### config.mk
export PLATFORM = sky130hd
export DESIGN_NAME = if_fetch_unit_flat
export DESIGN_NICKNAME = d
export VERILOG_FILES = /design/src/rtl/pipeline_pkg.sv /design/src/rtl/if_fetch_unit_if.sv /design/src/rtl/if_fetch_unit.sv /design/src/flat_wrapper.sv
export SDC_FILE = /design/constraint.sdc
export NUM_CORES = 1
export LEC_CHECK = 0
export CORE_MARGIN = 2
export CORE_UTILIZATION = 45
export CTS_CLUSTER_SIZE = 16
export DETAILED_ROUTE_END_ITERATION = 10
export GPL_TIMING_DRIVEN = 0
export PLACE_DENSITY = 0.78
export SETUP_SLACK_MARGIN = 0.2
export SLEW_MARGIN = 20
export SYNTH_ARGS = -nofsm -noshare
export SYNTH_HDL_FRONTEND = slang
export SYNTH_SLANG_ARGS = --single-unit
### constraint.sdc
create_clock -name clk -period 2.2 [get_ports clk]
set_input_delay 0.44 -clock clk [delete_from_list [all_inputs] [get_ports clk]]
set_output_delay 0.44 -clock clk [all_outputs]
set_load 0.05 [all_outputs]
### src/rtl/pipeline_pkg.sv
// Shared pipeline definitions for the instruction-fetch stage.
//   fetch_state_e : fetch FSM encoding
//   DEF_RESET_PC  : default first fetch address after reset
//   DEF_NOP_INST  : bubble instruction, identical to the IF/ID flush value
//   pc_plus4()    : sequential PC step, wraps modulo 2^32
package pipeline_pkg;

  typedef enum logic [1:0] {
    S_IDLE = 2'd0,
    S_REQ  = 2'd1,
    S_WAIT = 2'd2,
    S_DROP = 2'd3
  } fetch_state_e;

  localparam logic [31:0] DEF_RESET_PC = 32'h0000_0000;
  localparam logic [31:0] DEF_NOP_INST = 32'h0000_0000;

  function automatic logic [31:0] pc_plus4(input logic [31:0] pc);
    return pc + 32'd4;
  endfunction

endpackage

### src/rtl/if_fetch_unit_if.sv
// Instruction-memory request/grant/response bus.
//   imem_req    : fetch request (master -> slave)
//   imem_addr   : fetch address (master -> slave)
//   imem_gnt    : request accepted this cycle (slave -> master)
//   imem_rvalid : response valid, at least one cycle after grant
//   imem_rdata  : fetched instruction word
interface if_fetch_unit_if;
  logic        imem_req;
  logic [31:0] imem_addr;
  logic        imem_gnt;
  logic        imem_rvalid;
  logic [31:0] imem_rdata;

  modport master (
    output imem_req, imem_addr,
    input  imem_gnt, imem_rvalid, imem_rdata
  );

  modport slave (
    input  imem_req, imem_addr,
    output imem_gnt, imem_rvalid, imem_rdata
  );
endinterface

### src/rtl/if_fetch_unit.sv
// Instruction-fetch stage. Owns the PC, issues one outstanding request at a
// time on the imem bus, holds one fetched instruction for the IF/ID register,
// honours the downstream stall and discards stale responses after a redirect.
// Ports:
//   clk, rst_n         : clock, asynchronous active-low reset
//   stall_IF           : downstream hold, buffered instruction not consumed
//   redirect_valid/pc  : taken branch/jump from EX and its target
//   imem               : instruction-memory bus (master side)
//   inst_IF            : buffered instruction, NOP_INST when invalid
//   pc_IF, pc4_IF      : PC of the buffered instruction and PC+4
//   inst_valid_IF      : buffer holds a valid instruction
//   fetch_stall        : ~inst_valid_IF, used by the hazard unit to bubble IF/ID
module if_fetch_unit
  import pipeline_pkg::*;
#(
  parameter logic [31:0] RESET_PC = pipeline_pkg::DEF_RESET_PC,
  parameter logic [31:0] NOP_INST = pipeline_pkg::DEF_NOP_INST
) (
  input  logic                    clk,
  input  logic                    rst_n,
  input  logic                    stall_IF,
  input  logic                    redirect_valid,
  input  logic [31:0]             redirect_pc,
  if_fetch_unit_if.master         imem,
  output logic [31:0]             inst_IF,
  output logic [31:0]             pc_IF,
  output logic [31:0]             pc4_IF,
  output logic                    inst_valid_IF,
  output logic                    fetch_stall
);

  fetch_state_e r_state, w_next_state;

  logic [31:0] r_pc;
  logic [31:0] r_inst_buf;
  logic [31:0] r_pc_IF;
  logic [31:0] r_pc4_IF;
  logic        r_inst_valid;

  logic w_req;
  logic w_grant;
  logic w_consume;
  logic w_load;

  assign w_consume = r_inst_valid & ~stall_IF;

  // Buffer load only from a live response; a redirect in the same cycle
  // turns the response stale.
  assign w_load = (r_state == S_WAIT) & imem.imem_rvalid & ~redirect_valid;

  always_ff @(posedge clk or negedge rst_n) begin
    if (!rst_n) r_state <= S_IDLE;
    else        r_state <= w_next_state;
  end

  always_comb begin
    w_next_state = r_state;
    w_req        = 1'b0;
    w_grant      = 1'b0;
    case (r_state)
      S_IDLE: w_next_state = S_REQ;
      S_REQ: begin
        // Request only when the buffer is free or is being consumed now, so
        // the single in-flight response always finds an empty buffer.
        w_req   = ~r_inst_valid | ~stall_IF;
        w_grant = w_req & imem.imem_gnt;
        if (w_grant) w_next_state = S_WAIT;
      end
      S_WAIT: if (imem.imem_rvalid) w_next_state = S_REQ;
      S_DROP: if (imem.imem_rvalid) w_next_state = S_REQ;
      default: w_next_state = S_IDLE;
    endcase

    if (redirect_valid) begin
      // Any request still in flight after this edge must have its response
      // swallowed in S_DROP. A redirect while already dropping keeps
      // dropping, otherwise the stale word could land in a later S_WAIT.
      if (w_grant ||
          (r_state == S_WAIT && !imem.imem_rvalid) ||
          (r_state == S_DROP && !imem.imem_rvalid))
        w_next_state = S_DROP;
      else
        w_next_state = S_REQ;
    end
  end

  always_ff @(posedge clk or negedge rst_n) begin
    if (!rst_n) begin
      r_pc         <= RESET_PC;
      r_inst_buf   <= NOP_INST;
      r_pc_IF      <= 32'h0;
      r_pc4_IF     <= 32'h0;
      r_inst_valid <= 1'b0;
    end else if (redirect_valid) begin
      r_pc         <= redirect_pc;
      r_inst_valid <= 1'b0;
    end else if (w_load) begin
      r_inst_buf   <= imem.imem_rdata;
      r_pc_IF      <= r_pc;
      r_pc4_IF     <= pc_plus4(r_pc);
      r_inst_valid <= 1'b1;
      r_pc         <= pc_plus4(r_pc);
    end else if (w_consume) begin
      r_inst_valid <= 1'b0;
    end
  end

  assign imem.imem_req  = w_req;
  assign imem.imem_addr = r_pc;

  assign inst_IF       = r_inst_valid ? r_inst_buf : NOP_INST;
  assign pc_IF         = r_pc_IF;
  assign pc4_IF        = r_pc4_IF;
  assign inst_valid_IF = r_inst_valid;
  assign fetch_stall   = ~r_inst_valid;

endmodule
### src/flat_wrapper.sv
// flat-port wrapper written by rule: the top's interface ports become plain ports
module if_fetch_unit_flat import pipeline_pkg::*;
#(
  parameter logic [31:0] RESET_PC = pipeline_pkg::DEF_RESET_PC,
  parameter logic [31:0] NOP_INST = pipeline_pkg::DEF_NOP_INST
)
  (clk, rst_n, stall_IF, redirect_valid, redirect_pc, inst_IF, pc_IF, pc4_IF, inst_valid_IF, fetch_stall, imem_imem_req, imem_imem_addr, imem_imem_gnt, imem_imem_rvalid, imem_imem_rdata);
  if_fetch_unit_if imem_i ();
  input  logic clk;
  input  logic rst_n;
  input  logic stall_IF;
  input  logic redirect_valid;
  input  logic [31:0] redirect_pc;
  output logic [31:0] inst_IF;
  output logic [31:0] pc_IF;
  output logic [31:0] pc4_IF;
  output logic inst_valid_IF;
  output logic fetch_stall;
  output wire logic [$bits(imem_i.imem_req)-1:0] imem_imem_req;
  output wire logic [$bits(imem_i.imem_addr)-1:0] imem_imem_addr;
  input wire logic [$bits(imem_i.imem_gnt)-1:0] imem_imem_gnt;
  input wire logic [$bits(imem_i.imem_rvalid)-1:0] imem_imem_rvalid;
  input wire logic [$bits(imem_i.imem_rdata)-1:0] imem_imem_rdata;
  assign imem_imem_req = imem_i.imem_req;
  assign imem_imem_addr = imem_i.imem_addr;
  assign imem_i.imem_gnt = imem_imem_gnt;
  assign imem_i.imem_rvalid = imem_imem_rvalid;
  assign imem_i.imem_rdata = imem_imem_rdata;
  if_fetch_unit #(.RESET_PC(RESET_PC), .NOP_INST(NOP_INST)) u_core (.clk(clk), .rst_n(rst_n), .stall_IF(stall_IF), .redirect_valid(redirect_valid), .redirect_pc(redirect_pc), .imem(imem_i), .inst_IF(inst_IF), .pc_IF(pc_IF), .pc4_IF(pc4_IF), .inst_valid_IF(inst_valid_IF), .fetch_stall(fetch_stall));
endmodule
==> metrics.md, run 1 <==
| Metric | Value |
|---|---|
| Num ports | `201` |
| Asr flop ratio synth | `100%` |
| Reg area | `0.00326 mm²` |
| RePlAce Congestion | `0.932` |
| WHS | `0.316 ns` |
| Max incr delay on CP | `0.45 ns` |
| GRT Util Overall | `27.3%` |
| # DRC | `0` |
| Fin. max-slew vios | `0` |
| Post-Synth XOR/XNOR Area | `3.78%` |
| Antenna fix cells | `0` |
| Synth cell types | `47` |
| Clk root buf | `clkbuf_16` |
| WS Path Type | `flop to flop` |
| Buf/Inv on CP | `3` |
| Layout cells sized above 1 | `20.2%` |
| Area of the multi-input gates | `0.00273 mm²` |
| Synth top area share | `51.7%` |
| Sequential-to-total area share from yosys stat | `51.7%` |
| Critical path's top delay family | `simple AND/OR/NAND/NOR gates` |
| Fin crit share | `91.7%` |
| Startpoint types | `flop` |
| Synth Area in Adders | `0.200%` |
| Setup Viol. Count Final | `0` |
| Worst Setup SP | `u_core.imem.imem_addr[2]` |
| Die height | `122 µm` |
| Remaining antenna violation count after routing | `0` |
| Fmax | `496 MHz` |
| Crit. End Element | `flop` |
| Global-route wire length before repair | `31,100 µm` |
| Synth Warn # | `0` |
| Fill count | `1,152` |
| Post-synth top cells | `241 x nand2_1, 129 x dfrtp_1, 40 x o21ai_0` |
| CTS buffer count | `17` |
| RSZ-0062 raised after global routing | `true` |
| Most instantiated library cell after synthesis | `nand2_1` |
| DR iter-0 viols | `394` |
| Routed wire length | `19,900 µm` |
| FF-to-FF End | `u_core.imem.imem_addr[30]` |
| WL/cell | `17.2 µm` |
| Row count | `43` |
| Cell count after synthesis | `708` |
| Via count of the first global-routing pass | `6,023` |
| Final HPWL from detailed placement | `13,500 µm` |
| Dominant synthesized flop cell | `dfrtp_1` |
| CTS tree | `yes` |
| Post-Syn Nets | `779` |
| Worst-path cell chain | `ha_4 -> and3_4 -> buf_8 -> buf_12 -> nand4_1 -> buf_6 -> or4_4 -> a31oi_1` |
| Clock buffer depth | `2` |
| Port bufs | `200` |
| CTS HTree Levels | `4` |
| Number of synthesized register bits | `129` |
| R2r setup slk | `0.18 ns` |
| NumNets Final | `1,037` |
| Pwr per Cell Area | `1130 mW/mm²` |
| Slowest CP cell | `dfrtp_4` |
| Worst r2r path cells | `8` |
| Syn_area_per_cell | `8.83 µm²` |
| Hold_sp | `imem_imem_rvalid` |
| Final WS setup | `0.183 ns` |
| Layout Utilization | `68.5%` |
| Static leakage | `0.00457 µW` |
| Worst-Margin Slew | `0.584 ns` |
| CTS sink count | `129` |
| Die footprint | `0.0148 mm²` |
| Final global-route overflow total | `0` |
| DR pass1 iterations | `5` |
| Reg clk slew, reported paths | `0.06 ns` |
| Via/cell ratio | `5.35` |
| MaxCap Viol Count | `0` |
| Number of flops mapped to enable cells by yosys | `0` |
| Endpoints failing hold | `0` |
| Area delta synth->final | `50.5%` |
| WP data arrival | `2.35 ns` |
| Final Critical Period | `2.02 ns` |
| Synth Area in Compound Gates | `8.63%` |
| Clk_lat worst skew | `0.41 ns` |
| Cells taking the most area after synthesis | `dfrtp_1 52%, nand2_1 14%, and2_1 3.2%` |
| Die Wd | `122 µm` |
| WP data required | `2.53 ns` |
| Min-Delay Endpoint | `u_core.r_state[1]` |
| Pre-CTS setup slack | `-0.558 ns` |
| Std-Cell Core Area | `0.0137 mm²` |
| Worst Hold Path Cells | `2` |
| Skew final | `0.00577 ns` |
| Mux share of post-synthesis cell area | `0.521%` |
| Largest net degree at the start of global routing | `74` |
| Via count | `6,196` |
| Post-Synth Simple-Gate Area | `29.8%` |
| Initial Utilization | `45.5%` |
| Reg-to-reg startpoint | `u_core.imem.imem_addr[2]` |
| Overall power | `10,700 µW` |
| VDD IR max | `0.753 mV` |
| Crit-path max FO | `6` |
| Largest family of logic cells by synthesized area | `simple AND/OR/NAND/NOR gates` |
| Slew margin rel. | `61.1%` |
| Worst min path class | `input pin to flop` |
| Run status | `completed` |
| Initial antenna violation count | `0` |
| Mapped cell area | `0.00625 mm²` |
| Cell taking the most area after synthesis | `dfrtp_1` |
state kept, by name (all words and copies together) (netlist names):
register               count
u_core.imem.imem_addr     32
u_core.pc4_IF             32
u_core.r_inst_buf         32
u_core.pc_IF              30
u_core.r_state             2
u_core.inst_valid_IF       1
worst max path at each step:
stage,end,depth (start not counted)
after floorplan,u_core.imem.imem_addr[27],5
after global placement,u_core.imem.imem_addr[2],1
after detailed placement,u_core.pc_IF[21],6
after CTS,inst_IF[23],3
after global routing,u_core.imem.imem_addr[26],8
final,u_core.imem.imem_addr[30],8
stage by stage:
| step | std cells | instance area [µm²] | TNS (ns) |
|---|---|---|---|
| after floorplan | 708 | 6330 | 0 |
| after global placement | 1088 | 8560 | -640.07 |
| after detailed placement | 1089 | 8590 | -43.51 |
| after CTS | 1137 | 9190 | 0 |
| after global routing | 1159 | 9400 | 0 |
| final | 1159 | 9400 | 0 |
logic make-up after synthesis:
logic type | count (synthesis)
AOI/OAI and AO/OA | 89
xor gates and xnor gates | 27
adders and majority gates | 1
buffers and inverters | 63
DFF | 129
muxes | 3
and+or+nand+nor | 396
per-layer routing:
layer	part of all wire, %	GRT usage (%)	wire (µm)
met4	2.4	10.7	478
met2	48	43.6	9590
met1	41	35.7	8160
met3	8.4	6.93	1670
met5	0	0	0
layout by cell type (no fill, tap or decap), drive strengths merged, types with 2 or more instances in the layout:
cell             n
nand2          241
dfrtp          129
dlygate4sd2     96
buf             89
clkdlybuf4s50   67
clkbuf          56
o21ai           40
and2            32
nor2            30
or4             24
a31oi           22
xnor2           19
nand3           18
nand4           18
o31ai           16
xor2             8
or3              7
o211ai           6
nor3             6
bufinv           6
inv              6
nor4             5
and4             5
clkdlybuf4s15    4
and3             4
clkinv           4
or2              2
mux2             2
nor2b            2
a22oi            2
clkinvlp         2
area by class of cell:
type / count / share of cell area, %
multi-input combinational: 516 / 29.0
buffer: 58 / 4.36
clock buffer: 19 / 4.82
timing repair buffer: 239 / 22.0
inverter: 5 / 0.200
clock inverter: 13 / 2.46
sequential: 129 / 34.7
tap: 180 / 2.40
report_power, final:
group | internal, µW | total, µW | leakage (µW) | switching (µW)
clock | 2190 | 3230 | 0.000330 | 1050
combinational | 1080 | 3880 | 0.00264 | 2800
sequential | 3100 | 3540 | 0.00160 | 436
total | 6370 | 10700 | 0.00457 | 4290
repair_timing:
action                     in CTS  in global routing
resized for setup             273                 41
hold buffers                    1                  0
pin swaps                       4                 19
hold endpoints to repair       56                  0
setup endpoints to repair     221                 83
setup buffers                  15                 22
No activity file was read; power rests on OpenSTA's default activity.
==> run 2: changes to the inputs <==
- SKIP_LAST_GASP: default -> 1
==> results of run 2 <==
Same layout as run 1: the final DEF is identical, and so are final timing and power.
==> run 3: changes to the inputs <==
- REMOVE_ABC_BUFFERS: default -> 1
==> metrics.md, run 3 (synthesized netlist as in run 1, its figures left out) <==
| Metric | Value |
|---|---|
| Crit-path max FO | `10` |
| Sequential power share | `35.5%` |
| Via/cell ratio | `5.20` |
| Pwr per Cell Area | `1100 mW/mm²` |
| WS Path Type | `flop to flop` |
| WP data arrival | `2.28 ns` |
| Die Wd | `122 µm` |
| Crit. End Element | `flop` |
| Via count | `5,815` |
| Antenna fix cells | `0` |
| Slew margin rel. | `42.3%` |
| Worst-path cell chain | `ha_2 -> and3_4 -> nand4_1 -> buf_4 -> or4_1 -> a31oi_1` |
| R2r setup slk | `0.25 ns` |
| Placed insts | `1,034` |
| Worst min path class | `flop to flop` |
| Setup Viol. Count Final | `0` |
| Initial antenna violation count | `0` |
| MaxCap Viol Count | `0` |
| Final global-route overflow total | `0` |
| Initial Utilization | `45.5%` |
| Endpoints failing hold | `0` |
| Total net switching power | `4160 µW` |
| Worst-Margin Slew | `0.865 ns` |
| Largest net degree at the start of global routing | `75` |
| NumNets Final | `997` |
| CTS buffer count | `17` |
| Reg clk slew, reported paths | `0.06 ns` |
| WP data required | `2.53 ns` |
| Slowest CP cell | `or4_1` |
| Cell Int Power | `5830 µW` |
| Clock Power Share | `27.0%` |
| Commonest cells after routing, fill and taps aside | `240 x nand2_1, 102 x dfrtp_1, 94 x dlygate4sd2_1` |
| Clk root buf | `clkbuf_16` |
| Run status | `completed` |
| Commonest non-fill, non-tap cell in the layout | `nand2_1` |
| Fin crit share | `88.6%` |
| Num ports | `201` |
| Final HPWL from detailed placement | `11,100 µm` |
| Die height | `122 µm` |
| Buf/Inv on CP | `1` |
| Remaining antenna violation count after routing | `0` |
| Static leakage | `0.00437 µW` |
| WL/cell | `16.5 µm` |
| Port bufs | `200` |
| Via count of the first global-routing pass | `5,553` |
| Final non-filler cell total | `1,119` |
| Row count | `43` |
| VDD IR max | `0.735 mV` |
| DR pass1 iterations | `5` |
| Critical path's top delay family | `simple AND/OR/NAND/NOR gates` |
| Fin. max-slew vios | `0` |
| Die footprint | `0.0148 mm²` |
| CTS HTree Levels | `4` |
| Global-route wire length before repair | `28,900 µm` |
| Clk_lat worst skew | `0.42 ns` |
| Skew final | `0.00727 ns` |
| Clock buffer depth | `2` |
| Startpoint types | `flop` |
| Routed wire length | `18,500 µm` |
| Layout cells sized above 1 | `18.6%` |
| Std-Cell Core Area | `0.0137 mm²` |
| Net Sw Frac | `41.6%` |
| Logic pwr share | `37.5%` |
| Area delta synth->final | `45.9%` |
| Total negative slack | `0 ns` |
| DR iter-0 viols | `357` |
| Max incr delay on CP | `0.47 ns` |
| CTS sink count | `129` |
| Fmax | `513 MHz` |
| RePlAce Congestion | `0.822` |
| CTS tree | `yes` |
| # DRC | `0` |
| RSZ-0062 raised after global routing | `true` |
| Final Critical Period | `1.95 ns` |
| GRT Util Overall | `25.2%` |
[run 3: path summary, 6_finish.rpt]
kind | start | endpoint | cells past startpoint
setup / recovery | u_core.imem.imem_addr[3] | u_core.imem.imem_addr[24] | 6
hold / removal | u_core.r_inst_buf[8] | u_core.r_inst_buf[8] | 2
setup reg to reg | u_core.imem.imem_addr[3] | u_core.imem.imem_addr[24] | 6
hold reg to reg | u_core.r_inst_buf[8] | u_core.r_inst_buf[8] | 2
max in group asynchronous | rst_n | u_core.imem.imem_addr[9] | 3
min in group asynchronous | rst_n | u_core.r_inst_buf[23] | 2
[run 3: power groups by stage]
stage               clock, µW  sequential [µW]  combinational [µW]
global route             2860             3650                3990
CTS                      2740             3550                3710
global placement            0             3580                3990
floorplan                   0             5360                 721
finish                   2700             3550                3750
detailed placement          0             3600                4030
[run 3: layout make-up]
cell class	count	area, µm²
repair buffers	255	2270
clock inverters	4	47.5
well taps	180	225
multi-input cells	518	2760
flip-flops and latches	129	3260
clock buffers	28	517
fillers	1177	4600
inverters	5	26.3
[run 3: metrics by stage]
step	util, %	hold slack (ns)	power, µW	setup WS [ns]	cell area [µm²]
floorplan	-	0.144	6080	-1.78	5930
global placement	59.5	0.449	7570	-4.96	8160
detailed placement	60.3	0.387	7630	-1.03	8280
CTS	65.4	0.467	10000	0.0817	8970
global route	66.4	0.485	10500	0.148	9120
finish	66.4	0.463	9990	0.250	9120
[run 3: routing by layer]
| metal | routed length, µm | GRT usage (%) | up-vias |
|---|---|---|---|
| li1 | - | - | 2832 |
| met1 | 7670 | 31.6 | 2738 |
| met2 | 8810 | 41.6 | 210 |
| met3 | 1640 | 8.05 | 35 |
| met4 | 342 | 7.61 | 0 |
| met5 | 0 | 0 | - |
[run 3: repair_timing]
item,in CTS,in global routing
endpoints found under the hold margin,55,0
buffers inserted,23,25
hold buffers,1,0
cloned,3,1
pin swaps,8,4
endpoints found under the setup margin,243,42
resized for setup,274,45
[run 3: worst min-delay path, cell delays in order (launching register included)]
cell	delay (ns)
dfrtp_1	0.33
nand2_1	0.05
nand2_1	0.05
